$ cat config.mk
export PLATFORM = sky130hd
export DESIGN_NAME = fifo_datapath
export DESIGN_NICKNAME = d
export VERILOG_FILES = /design/src/rtl/fifo_datapath.sv
export SDC_FILE = /design/constraint.sdc
export NUM_CORES = 1
export LEC_CHECK = 0
export BUFFER_PORTS_ARGS = -buffer_cell sky130_fd_sc_hd__buf_2
export CORE_UTILIZATION = 40
export DETAILED_ROUTE_END_ITERATION = 12
export GPL_ROUTABILITY_DRIVEN = 0
export SKIP_CTS_REPAIR_TIMING = 1
export SYNTH_ARGS = -nofsm -noshare
export SYNTH_HDL_FRONTEND = slang
export SYNTH_SLANG_ARGS = --single-unit
$ cat constraint.sdc
create_clock -name clk -period 2.7 [get_ports clk]
set_input_delay 0.405 -clock clk [delete_from_list [all_inputs] [get_ports clk]]
set_output_delay 0.405 -clock clk [all_outputs]
set_load 0.01 [all_outputs]
$ cat src/rtl/fifo_datapath.sv
// Four-entry FIFO datapath with lap-bit wrap pointers, a registered read port
// with write-first bypass, and sticky overflow/underflow flags.
module fifo_datapath #(
  parameter int WIDTH = 64
) (
  input  logic             clk,
  input  logic             rst,
  input  logic [WIDTH-1:0] data_in,
  input  logic             writeEn,
  input  logic             inc_write_ctr,
  input  logic             readEn,
  input  logic             inc_read_ctr,
  output logic [2:0]       read_ctr,
  output logic [2:0]       write_ctr,
  output logic [WIDTH-1:0] data_out,
  output logic [2:0]       occupancy,
  output logic             overflow_err,
  output logic             underflow_err
);

  logic [WIDTH-1:0] mem_reg [4];
  logic [2:0]       read_ctr_reg, read_ctr_next;
  logic [2:0]       write_ctr_reg, write_ctr_next;
  logic [WIDTH-1:0] data_out_reg, data_out_next;
  logic             overflow_reg, overflow_next;
  logic             underflow_reg, underflow_next;
  logic             full, empty, bypass;

  // Full/empty come from the pre-edge pointers so error checks see the old state.
  assign full   = (write_ctr_reg[2] != read_ctr_reg[2]) &&
                  (write_ctr_reg[1:0] == read_ctr_reg[1:0]);
  assign empty  = (write_ctr_reg == read_ctr_reg);
  assign bypass = writeEn && (write_ctr_reg[1:0] == read_ctr_reg[1:0]);

  always_comb begin
    write_ctr_next = write_ctr_reg;
    read_ctr_next  = read_ctr_reg;
    overflow_next  = overflow_reg;
    underflow_next = underflow_reg;
    data_out_next  = data_out_reg;
    if (inc_write_ctr) begin
      if (full) overflow_next = 1'b1;
      else      write_ctr_next = write_ctr_reg + 3'd1;
    end
    if (inc_read_ctr) begin
      if (empty) underflow_next = 1'b1;
      else       read_ctr_next = read_ctr_reg + 3'd1;
    end
    if (readEn) begin
      if (bypass) data_out_next = data_in;
      else        data_out_next = mem_reg[read_ctr_reg[1:0]];
    end
  end

  always_ff @(posedge clk) begin
    if (rst) begin
      read_ctr_reg  <= 3'd0;
      write_ctr_reg <= 3'd0;
      data_out_reg  <= '0;
      overflow_reg  <= 1'b0;
      underflow_reg <= 1'b0;
    end else begin
      read_ctr_reg  <= read_ctr_next;
      write_ctr_reg <= write_ctr_next;
      data_out_reg  <= data_out_next;
      overflow_reg  <= overflow_next;
      underflow_reg <= underflow_next;
    end
  end

  // Storage keeps its contents through reset; only the reset edge's write is dropped.
  always_ff @(posedge clk) begin
    if (!rst && writeEn) begin
      mem_reg[write_ctr_reg[1:0]] <= data_in;
    end
  end

  assign read_ctr      = read_ctr_reg;
  assign write_ctr     = write_ctr_reg;
  assign data_out      = data_out_reg;
  assign occupancy     = write_ctr_reg - read_ctr_reg;
  assign overflow_err  = overflow_reg;
  assign underflow_err = underflow_reg;

endmodule

==> flow_summary.toml <==
[timing]
hold_viol = 0
setup_viol = 0
tns_ps = 0
maxSlewViolCount = 0
hold_ws_ps = 129
skew_ps = 15.2
rsz0062_at_grt = "false"
layout_min_cycle_time_ps = 2420
setup_slack_ps = 276
slew-limit-headroom = 0.494
timing.fmax_mhz = 413
post-route-period-util = 0.898
worst_slew_pin_slew_ps = 759

[worst_setup_path]
cp-start-kind = "register"
cp-end-kind = "output port"
arrival_ps = 2020
crit_slowest_cell = "fa_1"
crit_family = "buffers and inverters"
crit_fanout = 68
cp.required_ps = 2300
path_buf_inv = 3
slowest_delay_ps = 490
path_class = "register to output port"
path_cells = "buf_12 -> fa_1 -> inv_1 -> buf_2"

[floorplanning]
ios = 145
core_sq_um = 29900
rows = 63
die_w_um = 177
die_area_sq_um = 31300
start_util = 0.410
die_height_um = 177

[synthesis]
synthXorXnorAreaFrac = 0.00204
netlist_area_sq_um = 12300
ys_seq_elements = 328
avgSynthCellArea_sq_um = 20.0
synthCells = 611
synth_edf_count = 256
syn_nets = 689
synth_adder_area_share = 0.00878
synth_simple_gate_area_frac = 0.0442
yosysTopAreaCell = "edfxtp_1"
yosysMostFrequentCell = "edfxtp_1"
ys_types = 39
netlist.area_leader.share = 0.628
yosys_warnings = 0
synth_area_leaders = "edfxtp_1 63%, dfxtp_1 12%, mux4_2 12%"
synth_mux_area_frac = 0.120
seq_area_frac_synth = 0.745
yosys-top-cells-count = "256 x edfxtp_1, 72 x dfxtp_1, 69 x and2_1, 64 x a221o_1, 64 x mux4_2"
synth_compound_area_frac = 0.0587
synth_top_family_by_area = "multiplexers"
dominantRegCellSynth = "edfxtp_1"
synth-async-reset-ratio = 0

[finish]
drive_gt1_frac = 0.363
final_nets = 853
area_growth_syn_to_layout_pct = 19.8
largest_register_ff_count = 256

[detailed_routing]
drtAntennaViolNets = 0
initialDrtViolationCount = 398
wl_per_cell_um = 22.6
firstDrtPassIters = 4
routed_wirelength_um = 26900
vias = 6441
post-route-drc-count = 0
viasPerCell = 5.40

[grt]
antenna_found_initial = 3
grt_max_degree = 69
grt_pass1_wl_um = 41000
grt_pass1_vias = 6839
grt_usage = 0.176
grt-ovfl-total = 0

[place]
io_buffers = 144
dp_hpwl_um = 15500
pre_cts_ws_ps = 482

[clock_tree]
path_clk_slew_ps = 60
ctsHtreeMaxLevel = 2
clock_sinks = 328
cts_made_buffers = 36
clock_latency_ps = 500
cts_tree = "built"
clockBufferDepth = 3
cts_root_buffer = "clkbuf_16"

[run_status]
outcome = "complete, no violations"

[power]
leakagePower_nw = 5.20
peakVddDrop_mv = 0.627
p_per_area_nw_per_um2 = 859
finalPower_mw = 12.6

[worst_hold_path]
min_path_type = "input pin to register"

[flow_run]
cap_violations = 0
-- worst paths after layout --
check                         endpoint  cells past startpoint                      start  slack (ps)
min reg2reg  overflow_err$_SDFFE_PP0P_                      1  overflow_err$_SDFFE_PP0P_         470
max                       occupancy[1]                      4   read_ctr[1]$_SDFFE_PP0P_         280
min           mem_reg[3][20]$_DFFE_PP_                      1                data_in[20]         130
max reg2reg  data_out[41]$_SDFFE_PP0P_                      6  write_ctr[0]$_SDFFE_PP0P_         470
-- per-layer routing --
metal / GRT usage / routed length [um] / share of wire
met2: 0.298 / 13400 / 0.50
met5: 0 / 24 / 0.00089
met3: 0.0419 / 1590 / 0.059
met1: 0.223 / 11300 / 0.42
met4: 0.0582 / 676 / 0.025
-- through the flow --
stage | instances | util | instance area [sq um]
global route | 1192 | 0.491 | 14700
detailed placement | 1127 | 0.452 | 13500
global placement | 1127 | 0.452 | 13500
finish | 1192 | 0.491 | 14700
CTS | 1191 | 0.491 | 14700
floorplan | 611 | - | 12300
-- logic make-up after synthesis --
logic type / Yosys count
AO/OA/AOI/OAI: 75
AND/OR/NAND/NOR: 88
multiplexers: 67
flip-flops: 328
buffers and inverters: 43
XOR/XNOR: 2
adder cells (fa/ha/maj): 8
-- report_power, final --
group	total, mW	switching, mW	internal, mW
clock	4.77	1.89	2.89
combinational	1.89	0.982	0.911
sequential	5.93	0.142	5.79
total	12.6	3.01	9.59
-- layout make-up --
type | count | area [sq um]
Fill cell | 2516 | 15200
Sequential cell | 328 | 9140
Multi-Input combinational cell | 240 | 2890
Clock buffer | 47 | 993
Timing Repair Buffer | 161 | 961
Tap cell | 390 | 488
Clock inverter | 17 | 169
Inverter | 8 | 30.0
Antenna cell | 1 | 2.50
-- layout by cell type, fill, tap and decap left out, drive strengths merged --
| cell | instances |
|---|---|
| mux2 | 2 |
| xnor2 | 2 |
| or3 | 1 |
| a21boi | 1 |
| a211oi | 2 |
| a221o | 64 |
| nand2 | 3 |
| o21a | 2 |
| buf | 161 |
| nand2b | 1 |
| o2111ai | 1 |
| diode | 1 |
| nand3b | 1 |
| o31ai | 1 |
| nand4bb | 1 |
| nand4 | 1 |
| and2 | 69 |
| nor2b | 2 |
| a21oi | 2 |
| o21ai | 1 |
| fa | 1 |
| mux2i | 1 |
| a31oi | 1 |
| nor4 | 1 |
| inv | 9 |
| clkinv | 11 |
| and3 | 1 |
| mux4 | 64 |
| bufinv | 3 |
| clkbuf | 47 |
| nor3b | 1 |
| clkinvlp | 2 |
| ha | 7 |
| dfxtp | 72 |
| nor2 | 5 |
| nor4bb | 1 |
| edfxtp | 256 |
Note: power is estimated with default switching activity, not from simulation.
